===== config.mk =====
export PLATFORM = sky130hd
export DESIGN_NAME = tl_rom_adapter
export DESIGN_NICKNAME = d
export VERILOG_FILES = /design/src/rtl/tl_rom_adapter_pkg.sv /design/src/rtl/tl_rom_resp_buffer.sv /design/src/rtl/tl_rom_adapter.sv
export SDC_FILE = /design/constraint.sdc
export NUM_CORES = 1
export LEC_CHECK = 0
export BUFFER_PORTS_ARGS = -buffer_cell sky130_fd_sc_hd__buf_4
export CAP_MARGIN = 20
export CORE_MARGIN = 1.5
export CORE_UTILIZATION = 53
export CTS_BUF_LIST = sky130_fd_sc_hd__clkbuf_8
export DETAILED_ROUTE_END_ITERATION = 6
export HOLD_SLACK_MARGIN = 0.12
export MAX_ROUTING_LAYER = met4
export PLACE_DENSITY = 0.88
export SYNTH_ARGS = -nofsm -noshare
export SYNTH_HDL_FRONTEND = slang
export SYNTH_SLANG_ARGS = --single-unit

===== constraint.sdc =====
create_clock -name clk_i -period 8.9 [get_ports clk_i]
set_clock_uncertainty 0.2 [all_clocks]
set_input_delay 0 -clock clk_i [delete_from_list [all_inputs] [get_ports clk_i]]
set_output_delay 0 -clock clk_i [all_outputs]
set_load 0.05 [all_outputs]

===== src/rtl/tl_rom_adapter_pkg.sv =====
// TileLink opcode encodings and sizing helpers shared by the ROM adapter files.
// Pure types/functions: no timing, no flow control.
package tl_rom_adapter_pkg;

  localparam int unsigned SizeWidth = 3;

  typedef enum logic [2:0] {
    A_PUT_FULL      = 3'd0,
    A_PUT_PARTIAL   = 3'd1,
    A_ARITH         = 3'd2,
    A_LOGICAL       = 3'd3,
    A_GET           = 3'd4,
    A_INTENT        = 3'd5,
    A_ACQUIRE_BLOCK = 3'd6,
    A_ACQUIRE_PERM  = 3'd7
  } tl_a_op_e;

  typedef enum logic [2:0] {
    D_ACCESS_ACK      = 3'd0,
    D_ACCESS_ACK_DATA = 3'd1,
    D_HINT_ACK        = 3'd2
  } tl_d_op_e;

  // log2 of the beat count for a transfer of 2**size bytes on a 2**lg_bytes bus.
  function automatic logic [SizeWidth-1:0] beats_log2(input logic [SizeWidth-1:0] size,
                                                      input int unsigned lg_bytes);
    logic [SizeWidth-1:0] lg;
    lg = SizeWidth'(lg_bytes);
    return (size > lg) ? size - lg : '0;
  endfunction

endpackage


===== src/rtl/tl_rom_resp_buffer.sv =====
// Two-entry response FIFO for ROM words; zero-latency occupancy output, push/pop in one cycle.
// Backpressure: in_rdy drops only when full and the head is not being popped.
module tl_rom_resp_buffer #(
  parameter int unsigned Width = 65
) (
  input  logic             clk_i,
  input  logic             rst_i,
  input  logic             in_vld,
  output logic             in_rdy,
  input  logic [Width-1:0] in_dat,
  output logic             out_vld,
  input  logic             out_rdy,
  output logic [Width-1:0] out_dat,
  output logic [1:0]       occ_o
);

  logic [Width-1:0] mem_q [2];
  logic [Width-1:0] mem_d [2];
  logic             wr_ptr_q, wr_ptr_d;
  logic             rd_ptr_q, rd_ptr_d;
  logic [1:0]       cnt_q, cnt_d;
  logic             push, pop;

  assign out_vld = (cnt_q != 2'd0);
  assign in_rdy  = (cnt_q != 2'd2) | out_rdy;
  assign out_dat = mem_q[rd_ptr_q];
  assign occ_o   = cnt_q;
  assign push    = in_vld & in_rdy;
  assign pop     = out_vld & out_rdy;

  always_comb begin
    mem_d    = mem_q;
    wr_ptr_d = wr_ptr_q;
    rd_ptr_d = rd_ptr_q;
    cnt_d    = cnt_q + {1'b0, push} - {1'b0, pop};
    if (push) begin
      mem_d[wr_ptr_q] = in_dat;
      wr_ptr_d        = ~wr_ptr_q;
    end
    if (pop) begin
      rd_ptr_d = ~rd_ptr_q;
    end
  end

  always_ff @(posedge clk_i) begin
    if (rst_i) begin
      wr_ptr_q <= 1'b0;
      rd_ptr_q <= 1'b0;
      cnt_q    <= 2'd0;
    end else begin
      wr_ptr_q <= wr_ptr_d;
      rd_ptr_q <= rd_ptr_d;
      cnt_q    <= cnt_d;
    end
  end

  always_ff @(posedge clk_i) begin
    mem_q <= mem_d;
  end

endmodule


===== src/rtl/tl_rom_adapter.sv =====
// TL-UH device port onto a synchronous ROM: Gets become AccessAckData bursts, everything else is denied.
// Latency 2 cycles A->first D, then 1 beat/cycle; host_d_ready stalls ROM reads through a 2-credit gate.
module tl_rom_adapter
  import tl_rom_adapter_pkg::*;
#(
  parameter int unsigned DataWidth    = 64,
  parameter int unsigned AddrWidth    = 56,
  parameter int unsigned SourceWidth  = 2,
  parameter int unsigned MaxSize      = 6,
  parameter int unsigned RomAddrWidth = 10
) (
  input  logic                    clk_i,
  input  logic                    rst_i,
  input  logic                    host_a_valid,
  output logic                    host_a_ready,
  input  logic [2:0]              host_a_opcode,
  input  logic [2:0]              host_a_param,
  input  logic [SizeWidth-1:0]    host_a_size,
  input  logic [SourceWidth-1:0]  host_a_source,
  input  logic [AddrWidth-1:0]    host_a_address,
  input  logic [DataWidth/8-1:0]  host_a_mask,
  input  logic                    host_a_corrupt,
  input  logic [DataWidth-1:0]    host_a_data,
  output logic                    host_d_valid,
  input  logic                    host_d_ready,
  output logic [2:0]              host_d_opcode,
  output logic [1:0]              host_d_param,
  output logic [SizeWidth-1:0]    host_d_size,
  output logic [SourceWidth-1:0]  host_d_source,
  output logic                    host_d_sink,
  output logic                    host_d_denied,
  output logic [DataWidth-1:0]    host_d_data,
  output logic                    host_d_corrupt,
  output logic                    host_b_valid,
  output logic                    host_c_ready,
  output logic                    host_e_ready,
  output logic                    rom_req_o,
  output logic [RomAddrWidth-1:0] rom_addr_o,
  input  logic [DataWidth-1:0]    rom_rdata_i
);

  localparam int unsigned LgBytes   = $clog2(DataWidth / 8);
  localparam int unsigned BeatWidth = (MaxSize > LgBytes + 1) ? MaxSize - LgBytes : 1;

  typedef enum logic [1:0] {ST_IDLE, ST_READ, ST_SINK, ST_ERR} state_e;

  state_e                  state_q, state_d;
  logic [SizeWidth-1:0]    size_q, size_d;
  logic [SourceWidth-1:0]  source_q, source_d;
  logic [2:0]              op_q, op_d;
  logic [RomAddrWidth-1:0] base_q, base_d;
  logic [BeatWidth-1:0]    last_q, last_d;
  logic [BeatWidth-1:0]    beat_q, beat_d;
  logic                    req_done_q, req_done_d;
  logic                    inflight_q, inflight_d;
  logic                    inflight_last_q, inflight_last_d;

  logic                    buf_in_rdy, buf_out_vld, buf_out_rdy, buf_out_last;
  logic [DataWidth-1:0]    buf_out_data;
  logic [1:0]              buf_occ;
  logic [BeatWidth-1:0]    a_last_idx, err_last;
  logic [2:0]              used;
  logic                    pop;

  tl_rom_resp_buffer #(.Width(DataWidth + 1)) u_resp_buf (
    .clk_i   (clk_i),
    .rst_i   (rst_i),
    .in_vld  (inflight_q),
    .in_rdy  (buf_in_rdy),
    .in_dat  ({rom_rdata_i, inflight_last_q}),
    .out_vld (buf_out_vld),
    .out_rdy (buf_out_rdy),
    .out_dat ({buf_out_data, buf_out_last}),
    .occ_o   (buf_occ)
  );

  assign a_last_idx = BeatWidth'((32'd1 << beats_log2(host_a_size, LgBytes)) - 32'd1);
  assign err_last   = (op_q == A_ARITH || op_q == A_LOGICAL) ? last_q : '0;
  assign used       = {1'b0, buf_occ} + {2'b0, inflight_q};
  assign pop        = buf_out_vld & host_d_ready;

  assign host_b_valid = 1'b0;
  assign host_c_ready = 1'b1;
  assign host_e_ready = 1'b1;
  assign host_d_sink  = 1'b0;

  always_comb begin
    state_d         = state_q;
    size_d          = size_q;
    source_d        = source_q;
    op_d            = op_q;
    base_d          = base_q;
    last_d          = last_q;
    beat_d          = beat_q;
    req_done_d      = req_done_q;
    inflight_d      = 1'b0;
    inflight_last_d = 1'b0;
    host_a_ready    = 1'b0;
    rom_req_o       = 1'b0;
    rom_addr_o      = base_q + RomAddrWidth'(beat_q);
    buf_out_rdy     = 1'b0;
    host_d_valid    = 1'b0;
    host_d_opcode   = D_ACCESS_ACK_DATA;
    host_d_param    = 2'd0;
    host_d_size     = size_q;
    host_d_source   = source_q;
    host_d_denied   = 1'b0;
    host_d_corrupt  = 1'b0;
    host_d_data     = buf_out_data;

    unique case (state_q)
      ST_IDLE: begin
        host_a_ready = 1'b1;
        if (host_a_valid) begin
          size_d   = host_a_size;
          source_d = host_a_source;
          op_d     = host_a_opcode;
          last_d   = a_last_idx;
          beat_d   = BeatWidth'(1);
          if (host_a_opcode == A_GET) begin
            // First word is fetched in the accept cycle to hit the 2-cycle latency.
            base_d          = host_a_address[LgBytes +: RomAddrWidth];
            rom_req_o       = 1'b1;
            rom_addr_o      = host_a_address[LgBytes +: RomAddrWidth];
            inflight_d      = 1'b1;
            inflight_last_d = (a_last_idx == '0);
            req_done_d      = (a_last_idx == '0);
            state_d         = ST_READ;
          end else if (host_a_opcode == A_INTENT) begin
            beat_d  = '0;
            state_d = ST_ERR;
          end else if (host_a_opcode <= A_LOGICAL) begin
            if (a_last_idx == '0) begin
              beat_d  = '0;
              state_d = ST_ERR;
            end else begin
              state_d = ST_SINK;
            end
          end
        end
      end
      ST_READ: begin
        buf_out_rdy  = host_d_ready;
        host_d_valid = buf_out_vld;
        // A pop this cycle frees a slot before the new word lands, keeping 1 beat/cycle.
        if (!req_done_q && (used < 3'd2 + {2'b0, pop})) begin
          rom_req_o       = 1'b1;
          inflight_d      = 1'b1;
          inflight_last_d = (beat_q == last_q);
          req_done_d      = (beat_q == last_q);
          beat_d          = beat_q + BeatWidth'(1);
        end
        if (pop && buf_out_last) begin
          state_d = ST_IDLE;
        end
      end
      ST_SINK: begin
        host_a_ready = 1'b1;
        if (host_a_valid) begin
          beat_d = beat_q + BeatWidth'(1);
          if (beat_q == last_q) begin
            beat_d  = '0;
            state_d = ST_ERR;
          end
        end
      end
      ST_ERR: begin
        host_d_valid = 1'b1;
        host_d_data  = '0;
        if (op_q == A_INTENT) begin
          host_d_opcode = D_HINT_ACK;
        end else if (op_q == A_ARITH || op_q == A_LOGICAL) begin
          host_d_denied  = 1'b1;
          host_d_corrupt = 1'b1;
        end else begin
          host_d_opcode = D_ACCESS_ACK;
          host_d_denied = 1'b1;
        end
        if (host_d_ready) begin
          beat_d = beat_q + BeatWidth'(1);
          if (beat_q == err_last) begin
            state_d = ST_IDLE;
          end
        end
      end
      default: state_d = ST_IDLE;
    endcase
  end

  always_ff @(posedge clk_i) begin
    if (rst_i) begin
      state_q         <= ST_IDLE;
      size_q          <= '0;
      source_q        <= '0;
      op_q            <= '0;
      base_q          <= '0;
      last_q          <= '0;
      beat_q          <= '0;
      req_done_q      <= 1'b0;
      inflight_q      <= 1'b0;
      inflight_last_q <= 1'b0;
    end else begin
      state_q         <= state_d;
      size_q          <= size_d;
      source_q        <= source_d;
      op_q            <= op_d;
      base_q          <= base_d;
      last_q          <= last_d;
      beat_q          <= beat_d;
      req_done_q      <= req_done_d;
      inflight_q      <= inflight_d;
      inflight_last_q <= inflight_last_d;
    end
  end

  logic [AddrWidth-1:0] a_align_mask;
  logic                 unused_sig;
  assign a_align_mask = AddrWidth'((64'd1 << host_a_size) - 64'd1);
  assign unused_sig   = ^{host_a_param, host_a_mask, host_a_corrupt, host_a_data,
                          host_a_address, buf_in_rdy, a_align_mask};

  a_legal_op: assert property (@(posedge clk_i) disable iff (rst_i)
    (host_a_valid && host_a_ready) |->
      (host_a_opcode != A_ACQUIRE_BLOCK && host_a_opcode != A_ACQUIRE_PERM));
  a_aligned: assert property (@(posedge clk_i) disable iff (rst_i)
    (host_a_valid && host_a_ready && state_q == ST_IDLE) |->
      ((host_a_address & a_align_mask) == '0));
  rom_no_overflow: assert property (@(posedge clk_i) disable iff (rst_i)
    rom_req_o |-> !(buf_occ == 2'd2 && !pop));

endmodule

==> qor.yml, run 1 <==
floorplanning:
  rows: 41
  initial_core_util_pct: 54.51
  dieWidth_um: 116.9
  pin_count: 301
  die_h_um: 116.9
synthesis:
  syn_area_um2: 6879
  ys.flop_type: "edfxtp_1"
  synth_area_leaders: "edfxtp_1 (57%), dfxtp_1 (9.6%), mux2i_1 (9.5%)"
  yosysMostFrequentCell: "edfxtp_1"
  ys_warn_count: 0
  syn_inst: 529
  synth_edf_count: 130
  yosys-top-cells-count: "edfxtp_1 (130), nor2_1 (81), mux2i_1 (65)"
  synth_top_area_share_pct: 56.75
  synth_area_leader_cell: "edfxtp_1"
  synth-async-reset-ratio_pct: 0
  synth.distinct_cells: 53
  syn_area_per_cell_um2: 13.00
  ys_ff_latch: 163
  ys_seq_area_share_pct: 66.35
run_status:
  status: "did not finish"
  stop_error: "[ERROR RSZ-0060] Max buffer count reached."
  haltStage: "clock tree synthesis (4_1_cts)"
placed_design:
  place_ws_ns: 6.072
  gp_congestion: 0.8811
  place_hpwl_um: 10830
  port-buffer-count: 171
clock_tree:
  cts_setup_buffers: 0
  cts_resized: 0
  numCtsBuffers: 17
  cts_root_buffer: "clkbuf_8"
  cts.sinks: 163
  clk_path_buf_depth: 2
  htreeDepth: 4
  ctsHoldBuffers: 178
==> stage by stage <==
| step | area (um2) | hold slack [ns] | instances |
|---|---|---|---|
| 2_1_floorplan | 6898 | -0.1011 | 534 |
| 3_3_place_gp | 8258 | -0.01423 | 848 |
| 3_5_place_dp | 8263 | -0.01207 | 849 |
==> cell families after synthesis <==
group / after synthesis / synth area share (%)
muxes: 65 / 9.458
DFF: 163 / 66.35
AOI/OAI and AO/OA: 60 / 5.839
adders and majority gates: 13 / 2.474
buffers and inverters: 43 / 3.219
and+or+nand+nor: 168 / 10.64
other: 2 / 0.1092
xor gates and xnor gates: 15 / 1.910
==> run 2: changes to the inputs <==
--- a/config.mk
+++ b/config.mk
@@ -8,12 +8,9 @@
 export BUFFER_PORTS_ARGS = -buffer_cell sky130_fd_sc_hd__buf_4
 export CAP_MARGIN = 20
 export CORE_MARGIN = 1.5
-export CORE_UTILIZATION = 53
-export CTS_BUF_LIST = sky130_fd_sc_hd__clkbuf_8
+export CORE_UTILIZATION = 40
 export DETAILED_ROUTE_END_ITERATION = 6
-export HOLD_SLACK_MARGIN = 0.12
-export MAX_ROUTING_LAYER = met4
-export PLACE_DENSITY = 0.88
+export PLACE_DENSITY_LB_ADDON = 0.15
 export SYNTH_ARGS = -nofsm -noshare
 export SYNTH_HDL_FRONTEND = slang
 export SYNTH_SLANG_ARGS = --single-unit
==> run 2 against run 1 <==
- the flow now finishes without violations
- area after synthesis unchanged
- synthesized cell count unchanged
==> qor.yml, run 2 <==
synthesis:
  syn_area_per_cell_um2: 13.00  # unchanged
  synth.distinct_cells: 53  # unchanged
  syn_inst: 529  # unchanged
  synth_area_leader_cell: "edfxtp_1"  # unchanged
  synth_top_area_share_pct: 56.75  # unchanged
  ys_ff_latch: 163  # unchanged
  synth_area_leaders: "edfxtp_1 (57%), dfxtp_1 (9.6%), mux2i_1 (9.5%)"  # unchanged
  synth_edf_count: 130  # unchanged
  yosys-top-cells-count: "edfxtp_1 (130), nor2_1 (81), mux2i_1 (65)"  # unchanged
  ys_warn_count: 0  # unchanged
  syn_area_um2: 6879  # unchanged
  ys.flop_type: "edfxtp_1"  # unchanged
  synth-async-reset-ratio_pct: 0  # unchanged
  ys_seq_area_share_pct: 66.35  # unchanged
  yosysMostFrequentCell: "edfxtp_1"  # unchanged
pwr:
  seqPwrFrac_pct: 47.4
  power.internal_mw: 1.332
  p_leak_nw: 3.806
  pwr-share-clk_pct: 34.0
  vdd_ir_drop_max_mv: 0.1184
  switching_share_pct: 27.53
  power_density_nw_per_um2: 186.7
  switchingPower_mw: 0.5062
  comb_power_share_pct: 18.6
run_status:
  status: "complete, no violations"  # was did not finish
clock_tree:
  cts_tree: "done"
  clk_path_buf_depth: 2  # unchanged
  cts_root_buffer: "clkbuf_16"  # was clkbuf_8
  clk_latency_ns: 0.42
  numCtsBuffers: 17  # unchanged
  htreeDepth: 4  # unchanged
  cts.sinks: 163  # unchanged
  clk_pin_slew_ns: 0.06
  cts_setup_buffers: 0  # unchanged
layout:
  multi_input_area_um2: 2123
  reg_top3: "u_resp_buf.mem_q (130), base_q (10)"
  largest_register_ff_count: 130
  fin_area_um2: 9846
  nets: 1019
  area_delta_synth_final_pct: 43.12
  fill_cells: 1397
  regMostFlops: "u_resp_buf.mem_q"
  drive_gt1_share_pct: 26.33
  final_cell_mix: "buf_4 (174), edfxtp_1 (130), dlygate4sd3_1 (103), nor2_1 (81), mux2i_1 (65)"
  regArea_um2: 4568
  num_antenna_cells: 0
  mostFrequentLayoutCell: "buf_4"
drt:
  wl_per_cell_um: 15.49
  drtAntennaViolNets: 0
  drc: 0
  dr.pass1.iters: 4
  vias_per_cell: 4.780
  drt_wl_total_um: 15940
  drt_iter0_drc: 250
  dr_total_vias: 4919
sta:
  slew_headroom_pct: 38.12
  finalCritPeriodShare_pct: 36.34
  period_needed_ns: 3.234
  max_freq_mhz: 309.2
  slew_violations: 0
  finalSetupViolations: 0
  rsz0062_at_grt: "no"
  finalHoldViolations: 0
  worstMarginPinSlew_ns: 0.9282
  finalSetupTns_ns: 0
floorplanning:
  coreArea_um2: 16700
  initial_core_util_pct: 41.19  # was 54.51%
  pin_count: 301  # unchanged
  rows: 47  # was 41
  die-area_um2: 17990
  dieWidth_um: 134.1  # was 116.9 um
  die_h_um: 134.1  # was 116.9 um
run:
  max_cap_violations: 0
setup_path:
  endpoint_kind: "flip-flop"
  max_stage_delay_ns: 0.72
  startpoint_type: "flip-flop"
  critPathArrivalTime_ns: 3.08
  slowest_stage: "nor2b_4"
  crit_required_ns: 8.75
  path_class: "reg2reg"
  path_max_fanout: 42
  path_cells: "nor2b_1 > nand2_1 > a31oi_1 > nor2b_4 > buf_4"
global_routing:
  grt_pass1_vias: 5112
  grt_pass1_wl_um: 25150
  antenna_found_initial: 0
  grt_max_degree: 66
  grt_usage_pct: 17.98
  overflow: 0
placed_design:
  port-buffer-count: 171  # unchanged
  place_area_um2: 8317  # was 8263 um2
  gp_congestion: 0.8941  # was 0.8811
  place_hpwl_um: 9985  # was 10830 um
hold_path:
  hold_class: "in2reg"
-- run 2: layer usage --
| metal | GRT usage (%) | vias to the layer above | part of all wire, % | wire length [um] |
|---|---|---|---|---|
| li1 | - | 2425 | - | - |
| met1 | 22.32 | 2341 | 45 | 7098 |
| met2 | 30.73 | 137 | 49 | 7867 |
| met3 | 4.762 | 16 | 4.9 | 783 |
| met4 | 5.675 | 0 | 1.2 | 191 |
| met5 | 0 | - | 0 | 0 |
-- run 2: layout make-up --
class	instances	share of cell area, %
Tap cell	220	2.796
Multi-Input combinational cell	328	21.57
Clock buffer	19	4.397
Sequential cell	163	46.40
Inverter	10	0.3940
Timing Repair Buffer	278	23.79
Clock inverter	11	0.6608
-- run 2: through the flow --
stage,worst slack [ns],hold slack (ns),total power [mW],cells,utilization [%]
5_1_grt,5.357,0.1012,1.910,1029,58.95
2_1_floorplan,4.344,-0.1011,1.089,534,-
4_1_cts,5.556,0.09489,1.855,1029,58.95
6_report,5.666,0.1145,1.839,1029,58.95
3_5_place_dp,5.560,-0.01225,1.191,896,49.80
3_3_place_gp,5.644,-0.01438,1.183,895,49.77
-- run 2: timing repair --
| item | 4_1_cts | 5_1_grt |
|---|---|---|
| resized for setup | 0 | 0 |
| setup endpoints to repair | 0 | 0 |
| hold endpoints to repair | 161 | 0 |
| hold buffers | 103 | 0 |
-- run 2: power by group through the flow --
stage	logic (mW)	clock network [mW]	registers (mW)
global placement	0.298	0	0.885
CTS	0.342	0.642	0.871
finish	0.342	0.626	0.871
detailed placement	0.304	0	0.887
floorplan	0.200	0	0.889
global route	0.364	0.672	0.874
-- run 2: path summary, 6_finish.rpt --
| path | startpoint | to | slack (ns) | depth (start not counted) |
|---|---|---|---|---|
| min reg2reg | inflight_last_q | u_resp_buf.mem_q[65] | 0.24 | 0 |
| min | rom_rdata_i[56] | u_resp_buf.mem_q[122] | 0.11 | 2 |
| max reg2reg | state_q[0] | u_resp_buf.mem_q[118] | 5.67 | 5 |
| max | state_q[0] | u_resp_buf.mem_q[118] | 5.67 | 5 |
-- run 2: worst max-delay path, delay by kind of cell, from the launching register on --
family | cells | cell delay, ns
AND/OR/NAND/NOR | 3 | 1.13
buffers and inverters | 1 | 0.61
flip-flops | 1 | 0.52
AO/OA/AOI/OAI | 1 | 0.39
-- run 2: cells by family after synthesis --
group / share of synthesized area [%]
AO/OA/AOI/OAI: 5.839
XOR/XNOR: 1.910
adder cells (fa/ha/maj): 2.474
buffers and inverters: 3.219
flip-flops: 66.35
multiplexers: 9.458
other: 0.1092
AND/OR/NAND/NOR: 10.64
Note: power is estimated with default switching activity, not from simulation.
==> run 3: changes to the inputs <==
--- a/config.mk
+++ b/config.mk
@@ -5,6 +5,7 @@
 export SDC_FILE = /design/constraint.sdc
 export NUM_CORES = 1
 export LEC_CHECK = 0
+export ABC_AREA = 1
 export BUFFER_PORTS_ARGS = -buffer_cell sky130_fd_sc_hd__buf_4
 export CAP_MARGIN = 20
 export CORE_MARGIN = 1.5
==> constraint.sdc (replaced) <==
create_clock -name clk_i -period 3.4 [get_ports clk_i]
set_clock_uncertainty 0.2 [all_clocks]
set_input_delay 0 -clock clk_i [delete_from_list [all_inputs] [get_ports clk_i]]
set_output_delay 0 -clock clk_i [all_outputs]
set_load 0.05 [all_outputs]
==> run 3 against run 2 <==
- critical path depth unchanged
- via count up 14%
- non-clock buffer count up 10
- hold slack worse by 0.010 ns
- total power rose to 3.4 times the previous value
- largest power group unchanged
- global-route usage up 1.1 points
- sequential share of layout area down 0.97 points
- utilization up 1.2 points
- highest routed layer unchanged
- combinational power rose to 5.4 times the previous value
- first-iteration DRC count up 63%
- final cell count up 14%
==> qor.yml, run 3 <==
synthesis:
  synth_edf_count: 130  # unchanged
  ys.flop_type: "edfxtp_1"  # unchanged
  ys_warn_count: 0  # unchanged
  syn_area_per_cell_um2: 10.44  # was 13.00 um2
  synth_top_area_share_pct: 56.85  # was 56.75%
  synth_area_leaders: "edfxtp_1 (57%), dfxtp_1 (9.6%), nor2_1 (8.8%)"  # was edfxtp_1 (57%), dfxtp_1 (9.6%), mux2i_1 (9.5%)
  syn_area_um2: 6867  # was 6879 um2
  ys_seq_area_share_pct: 66.47  # was 66.35%
  synth_area_leader_cell: "edfxtp_1"  # unchanged
  yosys-top-cells-count: "nor2_1 (161), edfxtp_1 (130), o21ai_0 (86)"  # was edfxtp_1 (130), nor2_1 (81), mux2i_1 (65)
  syn_inst: 658  # was 529
  ys_ff_latch: 163  # unchanged
  yosysMostFrequentCell: "nor2_1"  # was edfxtp_1
  synth.distinct_cells: 36  # was 53
  synth-async-reset-ratio_pct: 0  # unchanged
setup_path:
  path_max_fanout: 39  # was 42
  critPathArrivalTime_ns: 2.41  # was 3.08 ns
  endpoint_kind: "primary output"  # was flip-flop
  crit_required_ns: 3.20  # was 8.75 ns
  startpoint_type: "flip-flop"  # unchanged
  path_class: "reg2out"  # was reg2reg
placed_design:
  numPlacedInstances: 1027  # was 896
  place_ws_ns: 1.177  # was 5.560 ns
  place_hpwl_um: 10400  # was 9985 um
  gp_congestion: 0.8253  # was 0.8941
  port-buffer-count: 171  # unchanged
  place_area_um2: 8341  # was 8317 um2
global_routing:
  grt_usage_pct: 19.05  # was 17.98%
  grt_max_degree: 67  # was 66
  overflow: 0  # unchanged
  grt_pass1_vias: 5560  # was 5112
  grt_pass1_wl_um: 26770  # was 25150 um
  antenna_found_initial: 0  # unchanged
drt:
  drt_iter0_drc: 408  # was 250
  wl_per_cell_um: 14.47  # was 15.49 um
  dr.pass1.iters: 5  # was 4
  drtAntennaViolNets: 0  # unchanged
  drc: 0  # unchanged
  vias_per_cell: 4.779  # was 4.780
  dr_total_vias: 5592  # was 4919
  drt_wl_total_um: 16930  # was 15940 um
layout:
  regMostFlops: "u_resp_buf.mem_q"  # unchanged
  drive_gt1_share_pct: 23.79  # was 26.33%
  mostFrequentLayoutCell: "buf_4"  # unchanged
  fin_cells: 1170  # was 1029
  fin_area_um2: 10050  # was 9846 um2
  area_delta_synth_final_pct: 46.36  # was 43.12%
  final_cell_mix: "buf_4 (176), nor2_1 (159), edfxtp_1 (130), dlygate4sd3_1 (111), o21ai_0 (86)"  # was buf_4 (174), edfxtp_1 (130), dlygate4sd3_1 (103), nor2_1 (81), mux2i_1 (65)
  multi_input_area_um2: 1987  # was 2123 um2
  fill_cells: 1358  # was 1397
  nets: 1158  # was 1019
  regArea_um2: 4566  # was 4568 um2
  reg_top3: "u_resp_buf.mem_q (130), base_q (10)"  # unchanged
  num_antenna_cells: 0  # unchanged
  largest_register_ff_count: 130  # unchanged
sta:
  period_needed_ns: 2.611
  finalSetupTns_ns: 0  # unchanged
  layout_setup_ws_ns: 0.7888  # was 5.666 ns
  slew_headroom_pct: 50.61  # was 38.12%
  finalSetupViolations: 0  # unchanged
  slew_violations: 0  # unchanged
  max_freq_mhz: 383.0
  finalCritPeriodShare_pct: 76.80
  finalHoldViolations: 0  # unchanged
  worstMarginPinSlew_ns: 0.7382  # was 0.9282 ns
  rsz0062_at_grt: "no"  # unchanged
floorplanning:
  rows: 47  # unchanged
  die_h_um: 134.0  # was 134.1 um
  pin_count: 301  # unchanged
  dieWidth_um: 134.0  # was 134.1 um
  coreArea_um2: 16700  # unchanged
  die-area_um2: 17960  # was 17990 um2
  initial_core_util_pct: 41.11  # was 41.19%
clock_tree:
  cts_root_buffer: "clkbuf_16"  # unchanged
  numCtsBuffers: 17  # unchanged
  clk_pin_slew_ns: 0.07  # was 0.06 ns
  clk_path_buf_depth: 2  # unchanged
  cts.sinks: 163  # unchanged
  htreeDepth: 4  # unchanged
  cts_setup_buffers: 0  # unchanged
  clk_latency_ns: 0.42  # about the same
  cts_tree: "done"  # unchanged
pwr:
  comb_power_share_pct: 29.8  # was 18.6%
  seqPwrFrac_pct: 39.1  # was 47.4%
  p_leak_nw: 4.246  # was 3.806 nW
  pwr-share-clk_pct: 31.0  # was 34.0%
  power_mw: 6.232  # was 1.839 mW
  vdd_ir_drop_max_mv: 0.3469  # was 0.1184 mV
  power.internal_mw: 4.053  # was 1.332 mW
  switching_share_pct: 34.96  # was 27.53%
  switchingPower_mw: 2.179  # was 0.5062 mW
  power_density_nw_per_um2: 620.1  # was 186.7 nW/um2
run:
  max_cap_violations: 0  # unchanged
run_status:
  status: "complete, no violations"  # unchanged
hold_path:
  hold_class: "in2reg"  # unchanged
==> run 3: cell count changes after synthesis, sizes merged, moves of 5 or more <==
cell    delta
nand2b     -9
a21o       -5
nand2     +38
mux2i     -65
inv       +36
o21ai     +78
nor2      +82
xnor2      -7
nand3     +10
==> run 3: final cells by class <==
class	instances	area share [%]
Multi-Input combinational cell	422	19.77
Timing Repair Buffer	288	24.40
Sequential cell	163	45.43
Tap cell	220	2.739
Clock buffer	18	4.270
Clock inverter	14	1.681
Inverter	45	1.706
==> run 3: final timing paths <==
check,slack (ns),endpoint,start,depth (start not counted)
max,0.79,host_d_data[54],state_q[0],5
min,0.10,u_resp_buf.mem_q[54],rom_rdata_i[53],2
max reg2reg,0.99,op_q[0],state_q[0],6
min reg2reg,0.23,u_resp_buf.mem_q[0],inflight_last_q,0
==> run 3: timing repair <==
| action | CTS | global route |
|---|---|---|
| setup endpoints to repair | 0 | 0 |
| resized for setup | 0 | 0 |
| hold buffers | 111 | 0 |
| endpoints found under the hold margin | 157 | 0 |
==> run 3: cells by family (layout without fill, tap and decap cells) <==
kind of cell | after synthesis | count (layout) | synth area share (%)
other | 2 | 7 | 0.1094
AOI/OAI and AO/OA | 121 | 121 | 9.020
adders and majority gates | 13 | 13 | 2.478
buffers and inverters | 78 | 365 | 5.084
xor gates and xnor gates | 5 | 5 | 0.6379
and+or+nand+nor | 276 | 276 | 16.20
DFF | 163 | 163 | 66.47
==> run 3: critical path, cell delays in order (launching register included) <==
cell and delay [ns]:
dfxtp_1 0.40, nand2_2 0.59, buf_4 0.43, o21ai_0 0.17, nor2_1 0.15, buf_4 0.22
==> run 3: metrics by stage <==
step                utilization, %  hold slack (ns)
floorplan                        -          -0.1309
global placement             49.94         -0.01444
finish                       60.17           0.1046
global route                 60.17          0.08653
detailed placement           49.94         -0.01229
CTS                          60.17          0.08010
==> run 3: power by group through the flow <==
stage	sequential (mW)	clock [mW]	combinational, mW
floorplan	2.51	0	1.15
global placement	2.47	0	1.70
detailed placement	2.48	0	1.72
CTS	2.43	1.98	1.86
global route	2.45	2.07	2.00
finish	2.44	1.93	1.86
==> run 3: layer usage <==
metal  part of all wire, %  vias up  GRT usage, %
met3                   6.2       19         4.384
met2                    48      186         31.76
met1                    44     2618         24.42
met5                     0        -             0
li1                      -     2769             -
met4                   1.4        0         6.870
==> run 4: changes to the inputs <==
--- a/config.mk
+++ b/config.mk
@@ -5,7 +5,7 @@
 export SDC_FILE = /design/constraint.sdc
 export NUM_CORES = 1
 export LEC_CHECK = 0
-export ABC_AREA = 1
+export ABC_AREA = 0
 export BUFFER_PORTS_ARGS = -buffer_cell sky130_fd_sc_hd__buf_4
 export CAP_MARGIN = 20
 export CORE_MARGIN = 1.5
==> constraint.sdc (replaced) <==
create_clock -name clk_i -period 2.2 [get_ports clk_i]
set_clock_uncertainty 0.2 [all_clocks]
set_input_delay 0 -clock clk_i [delete_from_list [all_inputs] [get_ports clk_i]]
set_output_delay 0 -clock clk_i [all_outputs]
set_load 0.05 [all_outputs]
==> run 4 against run 3 <==
- the run now ends with negative setup slack left
- sequential cell count stayed put
- combinational power is 21% lower
- final cell count is 10% lower
- hold slack better by 0.0019 ns
- non-clock buffer count is 11 higher
- sequential share of layout area is 0.98 points lower
- die area is 0.18% higher
- utilization is 1.5 points higher
==> qor.yml, run 4 (synthesis gave the netlist of run 2 again) <==
run_status:
  status: "finished with violations"  # was complete, no violations
  violations: "negative setup slack"
drt:
  drt_iter0_drc: 200  # was 408
  wl_per_cell_um: 15.17  # was 14.47 um
  drt_wl_total_um: 15960  # was 16930 um
  drc: 0  # unchanged
  drtAntennaViolNets: 0  # unchanged
  vias_per_cell: 4.760  # was 4.779
  dr.pass1.iters: 4  # was 5
  dr_total_vias: 5008  # was 5592
layout:
  fin_area_um2: 10300  # was 10050 um2
  mostFrequentLayoutCell: "buf_4"  # unchanged
  final_cell_mix: "buf_4 (183), edfxtp_1 (130), dlygate4sd3_1 (103), nor2_1 (80), mux2i_1 (65)"  # was buf_4 (176), nor2_1 (159), edfxtp_1 (130), dlygate4sd3_1 (111), o21ai_0 (86)
  fill_cells: 1336  # was 1358
  final_util_pct: 61.69  # was 60.17%
  area_delta_synth_final_pct: 49.76  # was 46.36%
  reg_top3: "u_resp_buf.mem_q (130), base_q (10)"  # unchanged
  num_antenna_cells: 0  # unchanged
  nets: 1040  # was 1158
  fin_cells: 1052  # was 1170
  largest_register_ff_count: 130  # unchanged
  drive_gt1_share_pct: 31.13  # was 23.79%
  regMostFlops: "u_resp_buf.mem_q"  # unchanged
setup_path:
  reg2reg_slack_ns: 0.08  # was 0.99 ns
  path_class: "reg2out"  # unchanged
  crit_start: "base_q[0]"  # was state_q[0]
  crit_required_ns: 2.00  # was 3.20 ns
  critPathArrivalTime_ns: 2.09  # was 2.41 ns
  ff2ff_path_depth: 7  # was 6
  endpoint_kind: "primary output"  # unchanged
  rr_startpoint: "state_q[1]"  # was state_q[0]
  path_max_fanout: 2  # was 39
  r2r_end: "base_q[9]"  # was op_q[0]
  startpoint_type: "flip-flop"  # unchanged
sta:
  period_needed_ns: 2.293
  slew_headroom_pct: 60.48  # was 50.61%
  finalSetupViolations: 3  # was 0
  worstMarginPinSlew_ns: 0.5928  # was 0.7382 ns
  layout_setup_ws_ns: -0.09281  # was 0.7888 ns
  max_freq_mhz: 436.1
  rsz0062_at_grt: "yes"  # was no
  finalCritPeriodShare_pct: 104.2
  finalHoldViolations: 0  # unchanged
  slew_violations: 0  # unchanged
floorplanning:
  coreArea_um2: 16700  # unchanged
  dieWidth_um: 134.1  # was 134.0 um
  pin_count: 301  # unchanged
  initial_core_util_pct: 41.19  # was 41.11%
  die_h_um: 134.1  # was 134.0 um
  die-area_um2: 17990  # was 17960 um2
  rows: 47  # unchanged
placed_design:
  port-buffer-count: 171  # unchanged
  numPlacedInstances: 908  # was 1027
  gp_congestion: 0.8576  # was 0.8253
  place_hpwl_um: 9996  # was 10400 um
  place_ws_ns: -0.04939  # was 1.177 ns
  place_area_um2: 8493  # was 8341 um2
run:
  max_cap_violations: 0  # unchanged
hold_path:
  min_from: "rom_rdata_i[56]"  # was rom_rdata_i[53]
  hold_end: "u_resp_buf.mem_q[122]"  # was u_resp_buf.mem_q[54]
  hold_class: "in2reg"  # unchanged
  hold_depth: 2  # unchanged
global_routing:
  antenna_found_initial: 0  # unchanged
  grt_max_degree: 36  # was 67
  grt_usage_pct: 17.71  # was 19.05%
  grt_pass1_wl_um: 24940  # was 26770 um
  overflow: 0  # unchanged
  grt_pass1_vias: 5040  # was 5560
clock_tree:
  clk_latency_ns: 0.42  # about the same
  clk_path_buf_depth: 2  # unchanged
  numCtsBuffers: 17  # unchanged
  cts.sinks: 163  # unchanged
  cts_root_buffer: "clkbuf_16"  # unchanged
  clk_pin_slew_ns: 0.07  # about the same
  htreeDepth: 4  # unchanged
  cts_tree: "done"  # unchanged
pwr:
  vdd_ir_drop_max_mv: 0.5322  # was 0.3469 mV
  power_mw: 7.942  # was 6.232 mW
  p_leak_nw: 4.004  # was 4.246 nW
  power_density_nw_per_um2: 770.9  # was 620.1 nW/um2
[run 4: cell types whose count changed in the layout (fill, tap and decap cells not counted), sizes merged, moves of 6 or more]
cell         previous run  this run
mux2i                   0        65
dlygate4sd3           111       103
clkinv                  2         8
o21ai                  89        11
nor2                  163        81
inv                    52        15
buf                   177       196
nand2                  88        50
nand2b                  0         9
nand3                  15         5
xnor2                   2         9
[run 4: critical path, stage by stage, from the launching register on]
cell and delay (ns):
dfxtp_2 0.34, ha_4 0.16, fa_2 0.33, a21o_1 0.18, and4_1 0.20, xnor2_1 0.14
o21ai_2 0.14, buf_6 0.17
[run 4: layout make-up]
class                   count  area [um2]  area share (%)
clock inverters            15       173.9           1.688
well taps                 220       275.3           2.672
inverters                  10       38.79          0.3765
multi-input cells         328        2215           21.50
clock buffers              17       425.4           4.129
flip-flops and latches    163        4579           44.45
repair buffers            299        2595           25.19
[run 4: repair_timing]
action | 4_1_cts | 5_1_grt
hold buffers | 103 | 0
gates resized for setup | 14 | 14
setup endpoints to repair | 10 | 25
buffers inserted | 1 | 8
gates cloned | 0 | 0
pin swaps | 4 | 4
endpoints found under the hold margin | 161 | 0
[run 4: how the worst max path moves through the flow]
stage | endpoint | cells past startpoint
2_1_floorplan | u_resp_buf.mem_q[100] | 4
3_3_place_gp | state_q[0] | 9
3_5_place_dp | state_q[0] | 9
4_1_cts | rom_addr_o[6] | 8
5_1_grt | rom_addr_o[8] | 7
6_report | rom_addr_o[8] | 7
[run 4: where the power goes]
| part | internal, mW | switching, mW |
|---|---|---|
| clock network | 1.71 | 1.25 |
| logic | 0.581 | 0.892 |
| registers | 3.45 | 0.0590 |
| total | 5.74 | 2.20 |
[run 4: metrics by stage]
stage / hold slack (ns) / setup TNS (ns)
floorplan: -0.1011 / -13.68
global placement: -0.01352 / 0
detailed placement: -0.01243 / -0.07143
CTS: 0.09168 / -0.2064
global route: 0.09804 / -0.7718
finish: 0.1064 / -0.1810
[run 4: layer usage]
layer / track usage [%] / up-vias / wire, um
li1: - / 2457 / -
met1: 22.42 / 2386 / 7045
met2: 29.90 / 149 / 7818
met3: 4.346 / 16 / 878
met4: 5.854 / 0 / 215
met5: 0 / - / 0
